$ cat src/rtl/iomem_arbiter.sv
// iomem_arbiter
// Round-robin arbiter sharing one iomem peripheral bus between two requesters.
// m0 is the SoC iomem port, m1 a secondary master (debug/DMA). The grant is
// held for a whole transaction; a watchdog completes transactions the slave
// never acknowledges so an undecoded address cannot hang a master.
//
// Ports:
//   clk, rst                 clock, asynchronous active-high reset
//   m0_*/m1_*                requester valid/addr/wdata/wstrb in, ready/rdata out
//   s_valid/s_addr/s_wdata/s_wstrb  forwarded request to the shared bus
//   s_ready/s_rdata          shared bus completion and read data
//   grant                    one-hot current owner, 00 = idle
//   timeout                  one-cycle pulse when the watchdog aborts
module iomem_arbiter #(
  parameter int TIMEOUT_BITS = 8
) (
  input  logic        clk,
  input  logic        rst,
  input  logic        m0_valid,
  output logic        m0_ready,
  input  logic [31:0] m0_addr,
  input  logic [31:0] m0_wdata,
  input  logic [3:0]  m0_wstrb,
  output logic [31:0] m0_rdata,
  input  logic        m1_valid,
  output logic        m1_ready,
  input  logic [31:0] m1_addr,
  input  logic [31:0] m1_wdata,
  input  logic [3:0]  m1_wstrb,
  output logic [31:0] m1_rdata,
  output logic        s_valid,
  input  logic        s_ready,
  output logic [31:0] s_addr,
  output logic [31:0] s_wdata,
  output logic [3:0]  s_wstrb,
  input  logic [31:0] s_rdata,
  output logic [1:0]  grant,
  output logic        timeout
);

  typedef enum logic [1:0] {
    IDLE = 2'd0,
    OWN0 = 2'd1,
    OWN1 = 2'd2
  } state_t;

  state_t                  r_state;
  state_t                  w_next;
  logic                    r_last_owner;  // 0 = m0 served last, 1 = m1
  logic [TIMEOUT_BITS-1:0] r_wdog;

  logic w_own0;
  logic w_own1;
  logic w_owning;
  logic w_wdog_full;
  logic w_done;
  logic w_expire;

  assign w_own0      = (r_state == OWN0);
  assign w_own1      = (r_state == OWN1);
  assign w_owning    = w_own0 | w_own1;
  assign w_wdog_full = &r_wdog;
  // s_ready wins over an expiring watchdog in the same cycle.
  assign w_expire    = w_owning & ~s_ready & w_wdog_full;
  assign w_done      = w_owning & (s_ready | w_wdog_full);

  // NOTE: every output of a combinational block gets a default first, so no
  // path leaves it unassigned and no latch is inferred.
  always_comb begin
    w_next   = r_state;
    s_valid  = w_owning;
    s_addr   = '0;
    s_wdata  = '0;
    s_wstrb  = '0;
    m0_ready = 1'b0;
    m1_ready = 1'b0;
    m0_rdata = '0;
    m1_rdata = '0;
    grant    = {w_own1, w_own0};
    timeout  = w_expire;

    case (r_state)
      IDLE: begin
        // On a tie the master that was not served last wins.
        if (m0_valid && m1_valid) w_next = r_last_owner ? OWN0 : OWN1;
        else if (m0_valid)        w_next = OWN0;
        else if (m1_valid)        w_next = OWN1;
      end
      OWN0: begin
        s_addr   = m0_addr;
        s_wdata  = m0_wdata;
        s_wstrb  = m0_wstrb;
        m0_ready = w_done;
        // A watchdog abort returns zero rather than whatever is on the bus.
        if (w_done && s_ready) m0_rdata = s_rdata;
        if (w_done)            w_next   = IDLE;
      end
      OWN1: begin
        s_addr   = m1_addr;
        s_wdata  = m1_wdata;
        s_wstrb  = m1_wstrb;
        m1_ready = w_done;
        if (w_done && s_ready) m1_rdata = s_rdata;
        if (w_done)            w_next   = IDLE;
      end
      default: w_next = IDLE;
    endcase
  end

  // NOTE: sequential state uses non-blocking assignments so every register
  // updates from pre-edge values regardless of statement order.
  always_ff @(posedge clk or posedge rst) begin
    if (rst) begin
      r_state      <= IDLE;
      r_last_owner <= 1'b1;
      r_wdog       <= '0;
    end else begin
      r_state <= w_next;
      if (r_state == IDLE) begin
        // Start at 1 so the watchdog equals the OWN cycle number; all-ones is
        // then reached on cycle 2^TIMEOUT_BITS-1, before it could wrap.
        r_wdog <= (w_next != IDLE) ? {{(TIMEOUT_BITS-1){1'b0}}, 1'b1} : '0;
      end else if (w_done) begin
        r_wdog       <= '0;
        r_last_owner <= w_own1;
      end else begin
        r_wdog <= r_wdog + 1'b1;
      end
    end
  end

endmodule

$ cat config.mk
export PLATFORM = sky130hd
export DESIGN_NAME = iomem_arbiter
export DESIGN_NICKNAME = d
export VERILOG_FILES = /design/src/rtl/iomem_arbiter.sv
export SDC_FILE = /design/constraint.sdc
export NUM_CORES = 1
export LEC_CHECK = 0
export CORE_AREA = 2 2 119 121
export DETAILED_ROUTE_END_ITERATION = 7
export DIE_AREA = 0 0 121 123
export DONT_BUFFER_PORTS = 1
export GPL_TIMING_DRIVEN = 0
export HOLD_SLACK_MARGIN = 0.05
export PLACE_DENSITY = 0.38
export SYNTH_ARGS = -nofsm -noshare
export SYNTH_HDL_FRONTEND = slang
export SYNTH_SLANG_ARGS = --single-unit
$ cat constraint.sdc
create_clock -name clk -period 2.4 [get_ports clk]
set_input_delay 0.36 -clock clk [delete_from_list [all_inputs] [get_ports clk]]
set_output_delay 0.36 -clock clk [all_outputs]
set_load 0.005 [all_outputs]
==> results of run 1 <==
-- power by group through the flow --
stage | clock [mW] | combinational [mW] | sequential (mW)
5_1_grt | 0.319 | 2.30 | 0.282
6_report | 0.301 | 2.06 | 0.275
4_1_cts | 0.307 | 2.04 | 0.275
2_1_floorplan | 0 | 1.52 | 0.263
3_3_place_gp | 0 | 1.95 | 0.275
3_5_place_dp | 0 | 1.99 | 0.277
-- through the flow --
step	instances	worst slack (ns)	util, %	total power, mW
floorplan	296	0.496	-	1.78
global placement	476	-0.0941	17.2	2.23
detailed placement	476	-0.128	17.2	2.27
CTS	481	-0.00785	18.1	2.62
global route	480	0.0245	18.3	2.90
finish	480	0.150	18.3	2.64
-- worst max-delay path: cells and delay by family, from the launching register on --
kind | cells | cell delay, ns
fa+ha+maj | 1 | 0.19
buf+inv | 3 | 0.59
simple gates | 2 | 0.45
flops | 1 | 0.42
-- sequential cells by signal, summed over array words and instances, names as in the netlist --
name	flops
r_state	2
r_wdog	8
r_last_owner	1
-- cells by family (layout without fill, tap and decap cells) --
logic type / Yosys count / after routing / share of synthesized area [%]
buf+inv: 36 / 40 / 7.14
mux: 1 / 1 / 0.708
simple gates: 161 / 161 / 46.9
fa+ha+maj: 5 / 5 / 2.95
xor+xnor: 6 / 6 / 2.48
flops: 11 / 11 / 13.0
compound gates: 76 / 76 / 26.8
-- layer usage --
metal | GRT usage, % | wire length [um]
met1 | 14.9 | 4070
met2 | 19.7 | 5080
met3 | 0.969 | 718
met4 | 4.72 | 291
met5 | 0 | 0
-- worst min path at each step --
stage,startpoint,slack (ns),end
floorplan,rst,0.21,r_state[0]$_DFF_PP0_
global placement,rst,0.27,r_wdog[0]$_DFF_PP0_
detailed placement,rst,0.27,r_wdog[0]$_DFF_PP0_
CTS,m0_valid,0.41,r_state[0]$_DFF_PP0_
global route,s_ready,0.43,r_state[1]$_DFF_PP0_
finish,m0_valid,0.40,r_state[0]$_DFF_PP0_
-- synthesized netlist by cell type --
cell and instances:
clkbuf_1 28, nor2_1 9, and2_2 2, and4_1 1
buf_2 1, nor2_2 1, xor2_1 4, a32o_1 1
or2_1 1, o21ai_1 1, buf_4 2, and3_4 3
o21ai_0 2, a21boi_0 1, xnor2_1 2, nand2_1 3
o41ai_1 1, dfstp_2 1, mux2_4 1, nand2b_1 1
inv_1 4, and2_1 64, ha_1 5, nand3_1 3
and2b_1 1, a22oi_1 68, dfrtp_1 10, o21ai_2 1
nor2b_1 70, and3_1 2, buf_6 1, o21a_1 1
-- repair_timing --
action / CTS / global route
setup buffers: 0 / 0
gates resized for setup: 17 / 26
pin swaps: 0 / 0
setup endpoints to repair: 130 / 105
hold buffers: 1 / 0
hold endpoints to repair: 10 / 0
-- cell type report --
cell class	count	area, um^2
buffer	31	170
clock buffer	4	78.8
fill	1554	11100
inverter	4	15.0
multi-input combinational	249	1710
sequential	11	277
tap	180	225
timing repair buffer	1	10.0
==> impl_results.md, run 1 <==
- CTS H-tree lvls: 1
- Critical-path top delay cell: dfrtp_1
- Area share of the largest cell type after synthesis: 24.1%
- Highest clock rate: 0.444 GHz
- Crit path to: m0_rdata[23]
- Max_cap viols: 0
- Ranking of synthesized cells by area: a22oi_1 24%, nor2b_1 21%, and2_1 19%
- Overall routing resource usage: 11.5%
- Pwr Density: 1060 mW/mm^2
- Detailed-route via count: 2371
- Clock skew: 0.00110 ns
- Clock power frac: 11.4%
- Number of routed nets with antenna violations: 0
- Routability Congestion: 0.786
- Reg-to-Reg Start: r_wdog[0]$_DFF_PP0_
- CP Data Arrival Time: 1.89 ns
- DP Wirelength: 8880 um
- Ant diodes: 0
- Critical path's largest stage delay: 0.42 ns
- Final hold vios: 0
- Worst hold slack: 0.398 ns
- DRC: 0
- Clock Tree Root: clkbuf_16
- Post-Route WL: 10200 um
- Syn_area_per_cell: 7.16 um^2
- Gate power share: 78.2%
- Critical setup path kind: reg2out
- Worst-path fanout max: 10
- Most frequent cells in the layout: 68 x a22oi_1, 68 x nor2b_1, 64 x and2_1, 19 x clkbuf_2, 10 x dfrtp_1
- Fin Setup TNS: 0 ns
- Die ar.: 0.0149 mm^2
- First-pass GRT wire length: 12600 um
- Largest net degree at the start of global routing: 12
- Initial antenna violation count: 0
- # port buffers: 0
- Area after detailed placement: 0.00235 mm^2
- Via density: 4.94
- Peak VDD IR: 0.456 mV
- Static leakage: 0.880 nW
- Worst Setup SP: r_state[1]$_DFF_PP0_
- Hold Crit Class: in2reg
- Design area: 0.00249 mm^2
- Iter 0 DRT Violations: 124
- Minimum clock period: 2.25 ns
- CP Data Required Time: 2.04 ns
- Startpoint types: flop
- CTS max path bufs: 2
- Run status: finished, final reports clean
- Worst-skew pair later-pin latency: 0.24 ns
- Seq pwr share: 10.4%
- Reg2Reg Setup Slack: 0.61 ns
- Synth warn: 0
- Core Region: 0.0136 mm^2
- # rows: 43
- Synth Cell Area: 0.00212 mm^2
- RSZ-0062 raised after global routing: no
- Fin crit share: 93.8%
- Reg clk slew, reported paths: 0.04 ns
- Layout cells sized above 1: 14.0%
- FF-to-FF path depth: 6
- Final Net Count: 479
- Num CTS Buffers: 3
- Die Ht: 123 um
- Syn Inst Count: 296
- Io pins: 311
- Crit. End Element: output pin
- Seq/Total Area, Yosys: 13.0%
- Vias in the first global route: 2092
- Yosys reg bits: 11
- Capture point of the worst reg-to-reg path: r_last_owner$_DFFE_PP1P_
- Syn-to-layout area delta: 17.3%
- Hold Path Stages: 3
- CTS tree: done
- Max-slew headroom: 70.8%
- Psw: 1.30 mW
- Wire per inst: 21.2 um
- CP cell instances: inv_1 > ha_1 > clkbuf_4 > and3_1 > clkbuf_2 > and2_1
- Synth area leader: a22oi_1
- Initial Utilization: 15.6%
- First drt pass iteration count: 4
- Syn Nets: 474
- Switch share: 49.1%
- Distinct cells, synth: 32
- Die X-Extent: 121 um
- Setup violations, final: 0
- Internal power: 1.34 mW
- TritonCTS Sinks: 11
- Total gr overflow: 0
- Max-slew violations: 0
- Worst Tran Pin Value: 0.432 ns
(Power assumes the default switching activity.)
==> run 2: changes to the inputs <==
- TNS_END_PERCENT: default -> 30
==> run 2 against run 1 <==
Clock skew is the same. Maximum frequency down 3.3%. Via count is 0.25% lower. Wire length barely moved. Setup slack lost 0.077 ns. Non-clock buffer count did not move. Clock-buffer cell count did not move. Sequential power about the same. Critical path type unchanged. Final cell count did not move. Critical endpoint is now s_addr[4]. Combinational power about the same. Die area unchanged. Highest routed layer unchanged.
==> impl_results.md, run 2 (same netlist as run 1, synthesis figures left out) <==
- Run status: finished, final reports clean
- Final WS setup: 0.0726 ns (-0.0772 ns)
- Fin Setup TNS: 0 ns (unchanged)
- GR Layer Usage met3: 0.969% (unchanged)
- Largest reg by FF count: r_wdog
- Syn-to-layout area delta: 17.1%
- Clock Tree Root: clkbuf_16
- DP Wirelength: 8880 um (unchanged)
- CTS H-tree lvls: 1 (unchanged)
- Max-slew headroom: 66.1% (-4.7 points)
- Crit path max-delay family: buffers and inverters
- DRC: 0 (unchanged)
- Crit. End Element: output pin
- CP Data Arrival Time: 1.97 ns (+0.08 ns)
- Most frequent cells in the layout: 68 x a22oi_1, 68 x nor2b_1, 64 x and2_1, 15 x clkbuf_2, 10 x dfrtp_1
- Die ar.: 0.0149 mm^2 (unchanged)
- Post-Route WL: 10200 um (about the same)
- Max-slew violations: 0 (unchanged)
- Overall routing resource usage: 11.5% (unchanged)
- Hold Crit Class: in2reg
- Core Region: 0.0136 mm^2 (unchanged)
- Die X-Extent: 121 um (unchanged)
- First-pass GRT wire length: 12600 um (unchanged)
- Peak VDD IR: 0.444 mV (-2.8%)
- Reg clk slew, reported paths: 0.04 ns (about the same)
- Iter 0 DRT Violations: 126 (+1.6%)
- Critical setup path kind: reg2out
- Routability Congestion: 0.786 (unchanged)
- GR Layer Usage met1: 14.9% (unchanged)
- Number of routed nets with antenna violations: 0 (unchanged)
- Busiest grt layer: met2
- Setup violations, final: 0 (unchanged)
- Die Ht: 123 um (unchanged)
- Register Area: 277 um^2 (unchanged)
- Initial Utilization: 15.6% (unchanged)
- Initial antenna violation count: 0 (unchanged)
- Largest net degree at the start of global routing: 12 (unchanged)
- Max_cap viols: 0 (unchanged)
- Setup repair bufs after CTS: 0 (unchanged)
- Final Net Count: 479 (unchanged)
- Crit path buf inv count: 3 (unchanged)
- Layout cells sized above 1: 12.7% (-1.3 points)
- CP Data Required Time: 2.04 ns (about the same)
- RSZ-0062 raised after global routing: yes
- Multi-input gate area: 0.00171 mm^2 (unchanged)
- Detailed-route via count: 2365 (-0.25%)
- # rows: 43 (unchanged)
- # port buffers: 0 (unchanged)
- Pwr Density: 1060 mW/mm^2 (about the same)
- CP cell instances: inv_1 > ha_1 > clkbuf_4 > clkbuf_1 > a22oi_1 > nor2b_1
- Highest clock rate: 0.430 GHz (-3.3%)
- Worst Setup Slack post-DPL: -0.128 ns (unchanged)
- Total gr overflow: 0 (unchanged)
- Clock skew: 0.00110 ns (unchanged)
- Final hold vios: 0 (unchanged)
- Startpoint types: flop
- Minimum clock period: 2.33 ns (+0.0772 ns)
- Wire per inst: 21.1 um (about the same)
- Critical path's largest stage delay: 0.42 ns (about the same)
- CTS max path bufs: 2 (unchanged)
- Worst hold slack: 0.398 ns (unchanged)
- Max FFs per register: 8 (unchanged)
- Worst-skew pair later-pin latency: 0.24 ns (about the same)
- Static leakage: 0.867 nW (-1.5%)
- Biggest regs: r_wdog: 8 flops, r_state: 2 flops, r_last_owner: 1 flops
- Vias in the first global route: 2092 (unchanged)
- Overall power: 2.63 mW (-0.16%)
- Ant diodes: 0 (unchanged)
- Io pins: 311 (unchanged)
- TritonCTS Sinks: 11 (unchanged)
- Via density: 4.93 (-0.25%)
- Worst Tran Pin Value: 0.509 ns (+0.0766 ns)
- First drt pass iteration count: 4 (unchanged)
- Num CTS Buffers: 3 (unchanged)
- Critical-path top delay cell: dfrtp_1
- Fin crit share: 97.0% (+3.2 points)
- Worst-path fanout max: 10 (unchanged)
- Grt met2 use: 19.7% (unchanged)
- CTS tree: done
- Fill cells: 1558 (+0.26%)
==> run 2: cell count changes in the layout (fill, tap and decap cells not counted) <==
cell and change:
buf_1 +1, clkbuf_1 +3, clkbuf_2 -4
==> run 2: worst min-delay path, cell delays in order <==
cell and delay (ns):
nand2_1 0.02, o21ai_0 0.06, a32o_1 0.15
==> run 2: final cells by class <==
type                            count  share of cell area [%]
Sequential cell                    11                    11.1
Tap cell                          180                    9.07
Buffer                             31                    6.65
Timing Repair Buffer                1                   0.403
Multi-Input combinational cell    249                    69.0
Clock buffer                        4                    3.18
Inverter                            4                   0.605
==> run 2: timing repair <==
item | CTS | global route
hold buffers | 1 | 0
hold endpoints to repair | 10 | 0
gates resized for setup | 17 | 19
setup endpoints to repair | 130 | 105
==> run 2: path summary, 6_finish.rpt <==
kind,from,cells past startpoint,to,slack (ns)
max reg2reg,r_wdog[0]$_DFF_PP0_,6,r_last_owner$_DFFE_PP1P_,0.61
min,m0_valid,3,r_state[0]$_DFF_PP0_,0.40
min in group asynchronous,rst,2,r_wdog[0]$_DFF_PP0_,0.58
max in group asynchronous,rst,2,r_last_owner$_DFFE_PP1P_,1.50
min reg2reg,r_wdog[0]$_DFF_PP0_,1,r_wdog[0]$_DFF_PP0_,0.51
max,r_state[1]$_DFF_PP0_,6,s_addr[4],0.07
==> run 2: routing by layer <==
metal | part of all wire (%) | up-vias
li1 | - | 1023
met1 | 40 | 1129
met2 | 50 | 195
met3 | 6.7 | 18
met4 | 2.9 | 0
met5 | 0 | -
==> run 2: per-stage QoR <==
| stage | util [%] | instances | cell area [um^2] |
|---|---|---|---|
| after floorplan | - | 296 | 2120 |
| after global placement | 17.2 | 476 | 2350 |
| after detailed placement | 17.2 | 476 | 2350 |
| after CTS | 18.1 | 481 | 2460 |
| after global routing | 18.2 | 480 | 2480 |
| final | 18.2 | 480 | 2480 |
==> run 2: power by group <==
| group | switching, mW | internal, mW | leakage [nW] |
|---|---|---|---|
| clock | 0.0781 | 0.223 | 0.0382 |
| sequential | 0.0439 | 0.231 | 0.145 |
| combinational | 1.18 | 0.882 | 0.683 |
==> run 3: changes to the inputs <==
- SETUP_SLACK_MARGIN: default -> 0.5
==> run 3 against run 2 <==
Maximum frequency up 16%. Sequential share of layout area down 2.3 points. Wire length down 0.20%. Die area unchanged. Via count up 0.89%. Utilization up 4.9 points. Clock skew about the same. Critical path depth unchanged. Critical path type unchanged. Largest power group unchanged.
==> impl_results.md, run 3 (same netlist as run 1, synthesis figures left out) <==
- Final WS setup: 0.390 ns (+0.317 ns)
- Routed wl met2: 5500 um (+8.4%)
- Critical path's largest stage delay: 0.39 ns (-0.03 ns)
- Routed wl met3: 638 um (-6.9%)
- Clock power frac: 8.5% (-2.9 points)
- Core Region: 0.0136 mm^2 (unchanged)
- Internal power: 2.01 mW (+50%)
- Ant diodes: 0 (unchanged)
- First drt pass iteration count: 4 (unchanged)
- Highest clock rate: 0.497 GHz (+16%)
- Peak VDD IR: 0.353 mV (-20%)
- Psw: 1.53 mW (+18%)
- Worst Setup Slack post-DPL: -0.371 ns (-0.243 ns)
- Max-slew headroom: 71.4% (+5.3 points)
- Max FFs per register: 8 (unchanged)
- Seq pwr share: 7.8% (-2.6 points)
- Largest net degree at the start of global routing: 12 (unchanged)
- Most frequent cells in the layout: 54 x and2_1, 46 x a22oi_1, 35 x nor2b_2, 30 x nor2b_1, 22 x a22oi_2
- Wire per inst: 20.5 um (-2.8%)
- Syn-to-layout area delta: 48.5%
- First-pass GRT wire length: 12600 um (-0.33%)
- Clock skew: 0.00121 ns (+0.000113 ns)
- Post-Route WL: 10100 um (-0.20%)
- CTS tree: done
- CP cell instances: buf_4 > ha_4 > clkbuf_16 > clkbuf_2 > a22oi_1 > nor2b_2
- Minimum clock period: 2.01 ns (-0.317 ns)
- Via density: 4.84 (-1.8%)
- Most common cell after layout, fill and taps aside: and2_1
- Critical-path top delay cell: dfrtp_1
- Fin crit share: 83.8% (-13 points)
- Pwr Density: 1120 mW/mm^2 (+5.8%)
- Die ar.: 0.0149 mm^2 (unchanged)
- Dpl cells: 476 (unchanged)
- Die X-Extent: 121 um (unchanged)
- Static leakage: 1.10 nW (+27%)
- Worst Tran Pin Value: 0.429 ns (-0.0795 ns)
- Largest reg by FF count: r_wdog
- Overall routing resource usage: 11.4% (-0.12 points)
- # rows: 43 (unchanged)
- Max-slew violations: 0 (unchanged)
- Run status: finished, final reports clean
- CP Data Arrival Time: 1.65 ns (-0.32 ns)
- Crit. End Element: output pin
- Layout cells sized above 1: 44.1% (+31 points)
- CTS H-tree lvls: 1 (unchanged)
- Crit path max-delay family: buffers and inverters
- Final Net Count: 492 (+2.7%)
- Reg clk slew, reported paths: 0.04 ns (about the same)
- Startpoint types: flop
- CTS max path bufs: 2 (unchanged)
- Number of routed nets with antenna violations: 0 (unchanged)
- Gate power share: 83.7% (+5.6 points)
- Routability Congestion: 0.794 (+1.0%)
- TritonCTS Sinks: 11 (unchanged)
- Max_cap viols: 0 (unchanged)
- Biggest regs: r_wdog: 8 flops, r_state: 2 flops, r_last_owner: 1 flops
- DRC: 0 (unchanged)
- Worst-path fanout max: 10 (unchanged)
- Vias in the first global route: 2191 (+4.7%)
- Worst-skew pair later-pin latency: 0.24 ns (about the same)
- RSZ-0062 raised after global routing: yes
- Die Ht: 123 um (unchanged)
- Hold Crit Class: in2reg
- Iter 0 DRT Violations: 98 (-22%)
- Setup violations, final: 0 (unchanged)
- CP Data Required Time: 2.04 ns (about the same)
- Initial antenna violation count: 0 (unchanged)
- Total gr overflow: 0 (unchanged)
- Critical setup path kind: reg2out
- Met1 wire length: 3820 um (-6.6%)
- Num CTS Buffers: 3 (unchanged)
- # port buffers: 0 (unchanged)
- Detailed-route via count: 2386 (+0.89%)
- Final hold vios: 0 (unchanged)
- Fill cells: 1484 (-4.7%)
- Worst hold slack: 0.396 ns (-0.00110 ns)
- DP Wirelength: 8360 um (-5.8%)
- Top routing layer in use: met4
- Crit path buf inv count: 3 (unchanged)
- Finished Layout Cells: 493 (+2.7%)
- Fin Setup TNS: 0 ns (unchanged)
- Io pins: 311 (unchanged)
- Switch share: 43.2% (-6.1 points)
- Initial Utilization: 15.6% (unchanged)
- Clock Tree Root: clkbuf_16
-- run 3: layout make-up --
type / instances / area, um^2 / share of cell area (%)
Multi-Input combinational cell: 249 / 2010 / 63.8
Buffer: 32 / 380 / 12.1
Sequential cell: 11 / 278 / 8.82
Tap cell: 180 / 225 / 7.15
Timing Repair Buffer: 13 / 159 / 5.05
Clock buffer: 4 / 78.8 / 2.50
Inverter: 4 / 17.5 / 0.556
-- run 3: worst reg2reg max path: stages (launching register included) --
cell,delay [ns]
dfrtp_2,0.44
inv_4,0.09
ha_4,0.25
buf_6,0.16
nand2b_1,0.11
nor2_1,0.06
a32o_1,0.26
o21ai_1,0.17
o21ai_2,0.07
-- run 3: worst paths after layout --
path,to,depth (start not counted),slack (ns),start
max,s_wdata[22],6,0.39,r_state[1]$_DFF_PP0_
min,r_state[1]$_DFF_PP0_,2,0.40,s_ready
max reg2reg,r_wdog[0]$_DFF_PP0_,8,0.67,r_state[0]$_DFF_PP0_
min reg2reg,r_wdog[0]$_DFF_PP0_,1,0.51,r_wdog[0]$_DFF_PP0_
max in group asynchronous,r_last_owner$_DFFE_PP1P_,2,1.50,rst
min in group asynchronous,r_wdog[6]$_DFF_PP0_,2,0.57,rst
-- run 3: timing repair --
| action | in CTS | in global routing |
|---|---|---|
| pin swaps | 3 | 12 |
| gates cloned | 2 | 1 |
| setup buffers | 6 | 3 |
| endpoints found under the setup margin | 144 | 136 |
| endpoints found under the hold margin | 10 | 0 |
| gates resized for setup | 101 | 93 |
| hold buffers | 1 | 0 |
-- run 3: metrics by stage --
stage                     area, um^2  util (%)  power (mW)
after floorplan                 2120         -        1.78
after global placement          2350      17.2        2.24
after detailed placement        2350      17.2        2.27
after CTS                       2850      20.9        3.18
after global routing            3150      23.1        3.82
final                           3150      23.1        3.53
-- run 3: per-layer routing --
metal  vias up  track usage [%]
met5         -                0
met4         0             2.91
met3        10            0.923
met2       195             22.8
met1      1123             12.8
li1       1058                -
-- run 3: power groups by stage --
stage / logic, mW / clock network [mW] / registers (mW)
detailed placement: 2.00 / 0 / 0.274
finish: 2.96 / 0.301 / 0.275
global route: 3.22 / 0.320 / 0.282
CTS: 2.59 / 0.307 / 0.276
floorplan: 1.52 / 0 / 0.263
global placement: 1.97 / 0 / 0.274
